<file path="src/rtl/execute_cond_stage_pkg.sv">
// Shared encodings for condition codes, flag bit positions and the decode->execute control word.
package execute_cond_stage_pkg;

  localparam int unsigned COND_W       = 4;
  localparam int unsigned FLAG_W       = 4;
  localparam int unsigned ALU_CTRL_W   = 2;
  localparam int unsigned FLAG_WRITE_W = 2;

  typedef enum logic [COND_W-1:0] {
    COND_EQ = 4'b0000,
    COND_NE = 4'b0001,
    COND_CS = 4'b0010,
    COND_CC = 4'b0011,
    COND_MI = 4'b0100,
    COND_PL = 4'b0101,
    COND_VS = 4'b0110,
    COND_VC = 4'b0111,
    COND_HI = 4'b1000,
    COND_LS = 4'b1001,
    COND_GE = 4'b1010,
    COND_LT = 4'b1011,
    COND_GT = 4'b1100,
    COND_LE = 4'b1101,
    COND_AL = 4'b1110,
    COND_NV = 4'b1111
  } cond_e;

  // Bit positions inside the {N,Z,C,V} flags word.
  localparam int unsigned FLAG_N = 3;
  localparam int unsigned FLAG_Z = 2;
  localparam int unsigned FLAG_C = 1;
  localparam int unsigned FLAG_V = 0;

  // FlagWrite bits: NZ enables N,Z update; CV enables C,V update.
  localparam int unsigned FW_NZ = 1;
  localparam int unsigned FW_CV = 0;

  typedef struct packed {
    logic [COND_W-1:0]       cond;
    logic                    pc_src;
    logic                    reg_write;
    logic                    mem_to_reg;
    logic                    mem_write;
    logic                    branch;
    logic                    alu_src;
    logic                    no_write;
    logic [ALU_CTRL_W-1:0]   alu_control;
    logic [FLAG_WRITE_W-1:0] flag_write;
  } ctrl_t;

endpackage

</file>
<file path="src/rtl/execute_cond_stage_cond_check.sv">
// Combinational evaluation of an ARM condition field against the NZCV flags.
module cond_check
  import execute_cond_stage_pkg::*;
(
  input  logic [COND_W-1:0] cond,
  input  logic [FLAG_W-1:0] flags,
  output logic              cond_ex
);

  logic n, z, c, v;

  assign n = flags[FLAG_N];
  assign z = flags[FLAG_Z];
  assign c = flags[FLAG_C];
  assign v = flags[FLAG_V];

  always_comb begin
    cond_ex = 1'b0;
    case (cond)
      COND_EQ: cond_ex = z;
      COND_NE: cond_ex = ~z;
      COND_CS: cond_ex = c;
      COND_CC: cond_ex = ~c;
      COND_MI: cond_ex = n;
      COND_PL: cond_ex = ~n;
      COND_VS: cond_ex = v;
      COND_VC: cond_ex = ~v;
      COND_HI: cond_ex = c & ~z;
      COND_LS: cond_ex = ~c | z;
      COND_GE: cond_ex = (n == v);
      COND_LT: cond_ex = (n != v);
      COND_GT: cond_ex = ~z & (n == v);
      COND_LE: cond_ex = z | (n != v);
      COND_AL: cond_ex = 1'b1;
      default: cond_ex = 1'b0;
    endcase
  end

endmodule

</file>
<file path="src/rtl/execute_cond_stage.sv">
// Decode->execute pipeline register, NZCV flags register and condition gating of state-changing controls.
module execute_cond_stage
  import execute_cond_stage_pkg::*;
(
  input  logic                    clk,
  input  logic                    reset,
  input  logic                    FlushE,
  input  logic [COND_W-1:0]       CondD,
  input  logic                    PCSrcD,
  input  logic                    RegWriteD,
  input  logic                    MemtoRegD,
  input  logic                    MemWriteD,
  input  logic                    BranchD,
  input  logic                    ALUSrcD,
  input  logic                    NoWriteD,
  input  logic [ALU_CTRL_W-1:0]   ALUControlD,
  input  logic [FLAG_WRITE_W-1:0] FlagWriteD,
  input  logic [FLAG_W-1:0]       ALUFlags,
  output logic [ALU_CTRL_W-1:0]   ALUControlE,
  output logic                    ALUSrcE,
  output logic                    MemtoRegE,
  output logic                    CondExE,
  output logic                    PCSrcGE,
  output logic                    RegWriteGE,
  output logic                    MemWriteGE,
  output logic                    BranchTakenE,
  output logic [FLAG_W-1:0]       FlagsE
);

  ctrl_t            ctrl_d;
  ctrl_t            ctrl_e;
  logic [FLAG_W-1:0] flags;
  logic             cond_ex;

  assign ctrl_d = '{
    cond:        CondD,
    pc_src:      PCSrcD,
    reg_write:   RegWriteD,
    mem_to_reg:  MemtoRegD,
    mem_write:   MemWriteD,
    branch:      BranchD,
    alu_src:     ALUSrcD,
    no_write:    NoWriteD,
    alu_control: ALUControlD,
    flag_write:  FlagWriteD
  };

  // Execute register: a flush loads the all-zero bubble; there is no stall.
  always_ff @(posedge clk) begin
    if (reset) begin
      ctrl_e <= '0;
    end else if (FlushE) begin
      ctrl_e <= '0;
    end else begin
      ctrl_e <= ctrl_d;
    end
  end

  // Flags update for the instruction currently in execute, independent of FlushE.
  always_ff @(posedge clk) begin
    if (reset) begin
      flags <= '0;
    end else begin
      if (ctrl_e.flag_write[FW_NZ] && cond_ex) begin
        flags[FLAG_N:FLAG_Z] <= ALUFlags[FLAG_N:FLAG_Z];
      end
      if (ctrl_e.flag_write[FW_CV] && cond_ex) begin
        flags[FLAG_C:FLAG_V] <= ALUFlags[FLAG_C:FLAG_V];
      end
    end
  end

  cond_check u_cond_check (
    .cond    (ctrl_e.cond),
    .flags   (flags),
    .cond_ex (cond_ex)
  );

  assign ALUControlE  = ctrl_e.alu_control;
  assign ALUSrcE      = ctrl_e.alu_src;
  assign MemtoRegE    = ctrl_e.mem_to_reg;
  assign CondExE      = cond_ex;
  assign PCSrcGE      = ctrl_e.pc_src & cond_ex;
  assign RegWriteGE   = ctrl_e.reg_write & cond_ex & ~ctrl_e.no_write;
  assign MemWriteGE   = ctrl_e.mem_write & cond_ex;
  assign BranchTakenE = ctrl_e.branch & cond_ex;
  assign FlagsE       = flags;

endmodule

</file>
<file path="config.mk">
export PLATFORM = sky130hd
export DESIGN_NAME = execute_cond_stage
export DESIGN_NICKNAME = d
export VERILOG_FILES = /design/src/rtl/execute_cond_stage_pkg.sv /design/src/rtl/execute_cond_stage_cond_check.sv /design/src/rtl/execute_cond_stage.sv
export SDC_FILE = /design/constraint.sdc
export NUM_CORES = 1
export LEC_CHECK = 0
export BUFFER_PORTS_ARGS = -buffer_cell sky130_fd_sc_hd__buf_2
export CORE_MARGIN = 2
export CORE_UTILIZATION = 42
export DETAILED_ROUTE_END_ITERATION = 10
export GPL_TIMING_DRIVEN = 0
export HOLD_SLACK_MARGIN = 0.02
export PLACE_DENSITY = 0.79
export SLEW_MARGIN = 10
export SYNTH_ARGS = -nofsm -noshare
export SYNTH_HDL_FRONTEND = slang
export SYNTH_SLANG_ARGS = --single-unit
export TNS_END_PERCENT = 10
</file>
<file path="constraint.sdc">
create_clock -name clk -period 1.6 [get_ports clk]
set_input_delay 0.16 -clock clk [delete_from_list [all_inputs] [get_ports clk]]
set_output_delay 0.16 -clock clk [all_outputs]
set_load 0.01 [all_outputs]
</file>
After elaboration in Yosys (flattened, before gate mapping)
Index checks and enable logic that the tools add are counted.

Equal/unequal tests: 16. Multiplexer cells: 1. Bitwise logic cells: 14. Reductions and logical operators: 4.

Operators by type and width (count): $eq 4x4->1 const B (7); $eq 4x3->1 const B (4); $pmux 1 s15 (1); $eq 4x2->1 const B (2); $and 1x1->1 (7); $not 1->1 (5); $eq 4x1->1 const B (1); $logic_not 4->1 (1); $logic_and 1x1->1 (2); $or 1x1->1 (2); $reduce_or 2->1 (1); $eq 1x1->1 (1); $ne 1x1->1 (1).

Bits in registers: 19. Input bits: 22. Output and inout port bits: 13. Word-level logic and storage cells: 47.

Depth between registers and ports, before layout
Word-level depth: 5. Depth in mapped cells: 6. Depth with buffers taken out: 5.

Modules after synthesis
From an unflattened synthesis, not the netlist that was laid out.

Cells, all modules: 84. Area, all modules: 854.6 µm².

By module, submodules not included: execute_cond_stage (times used 1, cells an instance 56, area an instance 660.6 µm², seq. area each 380.4 µm²); cond_check (times used 1, cells an instance 28, area an instance 193.9 µm², seq. area each 0.0 µm²).

Worst setup path before layout
OpenSTA, ideal clock, no wires.

Path kind: register to output. Start: register flags[3], in the netlist FlagsE[3]. End: output port RegWriteGE. Data arrival time: 1620 ps. Required time: 1440 ps. Slack: -180 ps. Cell stages (with the launch flop): 6. Path buffers: 0. Cell sequence: dfxtp_1 -> xor2_1 -> o221a_2 -> a311oi_4 -> or3_4 -> and3b_1.

Word-level cells in the longest chain between the ends: 5. Elaborated cells between the ends (all ways): 8. Classes of those cells: eq/ne (2); mux (1); bitwise (5).

RTL lines: from (decl) (line execute_cond_stage.sv:32) `logic [FLAG_W-1:0] flags;`; from (signal, indexed assignment) (line execute_cond_stage.sv:65) `flags[FLAG_N:FLAG_Z] <= ALUFlags[FLAG_N:FLAG_Z];`; from (signal, indexed assignment) (line execute_cond_stage.sv:68) `flags[FLAG_C:FLAG_V] <= ALUFlags[FLAG_C:FLAG_V];`; $ne 1x1->1 / $eq 1x1->1 (equally long branches); $or 1x1->1 / $and 1x1->1 (equally long branches) (line execute_cond_stage_cond_check.sv:33, execute_cond_stage_cond_check.sv:32); $pmux 1 s15 * (line execute_cond_stage_cond_check.sv:19) `case (cond)`; net CondExE (line execute_cond_stage.sv:22) `output logic CondExE,`; $and 1x1->1 * (2 in series) (line execute_cond_stage.sv:84) `assign RegWriteGE = ctrl_e.reg_write & cond_ex & ~ctrl_e.no_write;`; to (decl) (line execute_cond_stage.sv:24) `output logic RegWriteGE,`.

Mark *: on every way through the listed nets, which the timed path passes. The rest lies on a longest branch.

Worst setup path after layout
Start: register ctrl_e[13] (netlist name). End: output port RegWriteGE.

Word-level cells in the longest chain between the ends: 4. Elaborated cells between the ends (all ways): 18. Classes of those cells: eq/ne (14); mux (1); bitwise (2); reduce/logical (1).

RTL lines: from (decl) (line execute_cond_stage.sv:31) `ctrl_t ctrl_e;`; from (signal assigned) (line execute_cond_stage.sv:55) `ctrl_e <= ctrl_d;`; $eq 4x4->1, or another cell as far along (line execute_cond_stage_cond_check.sv:19); $pmux 1 s15 * (line execute_cond_stage_cond_check.sv:19); $and 1x1->1 * (2 in series) (line execute_cond_stage.sv:84).

Mark *: on every way between the ends. The rest lies on a longest branch, timed or not.

==> impl_metrics.env <==
export IMPL_outcome="finished, violations left"
export IMPL_violations="setup timing"
export IMPL_ys_seq_elements=19
export IMPL_cp_end_kind="primary output"
export IMPL_start_util=0.449
export IMPL_synth_area_leaders="dfxtp_1 (43%), and2_1 (13%), nand2b_1 (5.6%), mux2i_1 (4.5%), a311oi_4 (2.9%)"
export IMPL_worst_r2r_cell_count=6
export IMPL_rr_endpoint="FlagsE[0]"
export IMPL_final_cell_mix="buf_2 (33), and2_1 (18), dfxtp_1 (13)"
export IMPL_yosysWarnings=0
export IMPL_drt_antenna_violating_nets=0
export IMPL_postSynthCellCount=89
export IMPL_switchingPower_uw=185
export IMPL_worst_pin_slew_ns=0.508
export IMPL_via_count=763
export IMPL_grt_usage=0.147
export IMPL_grt_pass1_vias=726
export IMPL_cp_slowest_cell="or3_4"
export IMPL_portBuffers=34
export IMPL_synth_area_leader_cell="dfxtp_1"
export IMPL_nFillCells=185
export IMPL_row_count=16
export IMPL_min_to="ctrl_e[10]"
export IMPL_maxCapViolCount=0
export IMPL_syn_avg_cell_area_um2=10.0
export IMPL_setup_ws_ns=-0.591
export IMPL_cp_common_cell="buf_6"
export IMPL_antenna_found_initial=0
export IMPL_max_stage_delay_ns=0.44
export IMPL_p_leak_nw=0.572
export IMPL_die_h_um=50.1
export IMPL_hp_start="PCSrcD"
export IMPL_die_area_um2=2510
export IMPL_place_hpwl_um=1300
export IMPL_place_ws_ns=-0.342
export IMPL_syn_nets=111
export IMPL_drive_gt1_frac=0.466
export IMPL_reg2reg_from="FlagsE[0]"
export IMPL_grt_max_degree=11
export IMPL_setup_violations=9
export IMPL_grt_ovfl_total=0
export IMPL_htree_levels=1
export IMPL_min_period_ns=2.19
export IMPL_cts_root_buf="clkbuf_4"
export IMPL_critPathKind="register to primary output"
export IMPL_grt_pass1_wl_um=2860
export IMPL_hp_class="input port to register"
export IMPL_slew_violations=0
export IMPL_fmax_mhz=456
export IMPL_drt_iter0_drc=1
export IMPL_chipWidth_um=50.1
export IMPL_skew_ns=0.00641
export IMPL_cts_buffer_depth=2
export IMPL_routed_wl_um=1800
export IMPL_cpLargestDelayFamily="simple AND/OR/NAND/NOR gates"
export IMPL_yosysUniqueCellTypes=31
export IMPL_post_route_period_util=1.37
export IMPL_power_density_nw_per_um2=674
export IMPL_synth_yosys_seq_area_share=0.427
export IMPL_arrival_ns=2.03
export IMPL_worstPathCellList="buf_6 > buf_6 > nand4b_1 > a21oi_2 > nand4bb_4 > or3_4 > and3b_1 > buf_2"
export IMPL_worstSetupStartpointType="register"
export IMPL_peakVddDrop_uv=607
export IMPL_power_uw=828
export IMPL_cp_max_fo=5
export IMPL_n_antenna_cell=0
export IMPL_pwr_share_seq=0.598
export IMPL_cts_num_sinks=19
export IMPL_dr_pass1_iters=2
export IMPL_post_route_drc_count=0
export IMPL_clk_pin_slew_ns=0.10
export IMPL_setup_tns_ns=-3.75
export IMPL_numCtsBuffers=3
export IMPL_dp_cells=150
export IMPL_p_int_uw=643
export IMPL_r2r_slack_ns=-0.30
export IMPL_final_common_cell="buf_2"
export IMPL_combinationalPowerShare=0.125
export IMPL_wl_per_cell_um=11.4
export IMPL_relSlewSlack=0.659
export IMPL_finalHoldViolations=0
export IMPL_critPathRequiredTime_ns=1.44
export IMPL_netlist_area_leader_share=0.427
export IMPL_io_pins=35
export IMPL_p_sw_frac=0.223
export IMPL_clkPwrFrac=0.277
export IMPL_core_area_um2=1980
export IMPL_finalNonFillerCells=158
export IMPL_nNetsFinal=154
export IMPL_cts_tree="built"
export IMPL_synthToLayoutAreaGrowth_pct=37.9
export IMPL_rsz0062_at_grt="yes"
export IMPL_via_per_inst=4.83
export IMPL_min_delay_path_depth=2
export IMPL_syn_area_um2=891
export IMPL_clock_latency_ns=0.29
export IMPL_routabilityCongestion=0.819
export IMPL_crit_buf_inv=3
cell type report:
cell class              instances  area [µm²]  area share
flip-flops and latches         19         395       0.322
repair buffers                 39         225       0.183
clock buffers                   4        26.3      0.0214
well taps                      27        33.8      0.0275
plain buffers                   4        30.0      0.0244
inverters                       2        7.51     0.00611
multi-input cells              63         510       0.415
synthesized netlist by cell type:
| master | n |
|---|---|
| or4bb_1 | 1 |
| a21oi_1 | 1 |
| or2b_1 | 3 |
| o2111ai_1 | 2 |
| o31ai_1 | 2 |
| buf_4 | 2 |
| o221a_2 | 1 |
| buf_2 | 1 |
| mux2i_1 | 4 |
| a2111oi_0 | 1 |
| nand4b_1 | 1 |
| and2_1 | 19 |
| inv_1 | 2 |
| xnor2_1 | 1 |
| or4b_4 | 1 |
| nand3_1 | 2 |
| xor2_1 | 2 |
| and3b_1 | 1 |
| nand2b_1 | 8 |
| nand2_1 | 2 |
| or3_1 | 1 |
| clkbuf_1 | 1 |
| nor2_1 | 3 |
| nand4bb_1 | 2 |
| a31oi_1 | 1 |
| a311oi_4 | 1 |
| and2_4 | 1 |
| nand3b_1 | 1 |
| dfxtp_1 | 19 |
| buf_1 | 1 |
| or3_4 | 1 |
worst max path at each step:
stage / cells after the start / to / startpoint
global placement: 6 / RegWriteGE / ctrl_e[14]
floorplan: 5 / RegWriteGE / ctrl_e[14]
global route: 7 / RegWriteGE / ctrl_e[11]
detailed placement: 6 / RegWriteGE / FlagsE[0]
CTS: 6 / RegWriteGE / ctrl_e[14]
finish: 8 / RegWriteGE / ctrl_e[13]
metrics by stage:
stage / utilization / hold slack (ns) / instance area [µm²]
2_1_floorplan: - / 0.282 / 893
3_3_place_gp: 0.554 / 0.360 / 1100
3_5_place_dp: 0.554 / 0.362 / 1100
4_1_cts: 0.595 / 0.0552 / 1180
5_1_grt: 0.620 / 0.0560 / 1230
6_report: 0.620 / 0.0581 / 1230
state kept, by name, indices dropped and copies added (netlist names):
register     flops
ALUSrcE          1
MemtoRegE        1
ctrl_e          11
ALUControlE      2
FlagsE           4
power groups by stage:
stage | clock network (mW) | registers, mW | logic (mW)
6_report | 0.229 | 0.495 | 0.103
5_1_grt | 0.260 | 0.498 | 0.115
4_1_cts | 0.235 | 0.493 | 0.102
3_5_place_dp | 0 | 0.509 | 0.0914
3_3_place_gp | 0 | 0.508 | 0.0887
2_1_floorplan | 0 | 0.508 | 0.0500
metal layers:
layer	global-route usage	vias up	wire length (µm)
met5	0	-	0
met1	0.171	343	725
met4	0.0556	0	28
met3	0.0273	5	110
met2	0.263	27	931
li1	-	388	-
worst register-to-register path: stages, from the launching register on:
cell	delay, ns
dfxtp_2	0.41
xor2_1	0.23
o221a_2	0.25
a311oi_4	0.10
buf_4	0.15
o31ai_1	0.47
mux2i_1	0.24
logic make-up (layout without fill, tap and decap cells):
group           after synthesis  in the layout  synth area share
mux                           4              4            0.0449
buf+inv                       7             49            0.0393
xor+xnor                      3              3            0.0295
flops                        19             19             0.427
compound gates                9              9             0.101
simple gates                 47             47             0.358
repair_timing:
item,in CTS,in global routing
hold buffers,0,0
gates resized for setup,9,11
setup buffers,5,0
setup endpoints to repair,9,9
pin swaps,2,9
(Power assumes the default switching activity.)
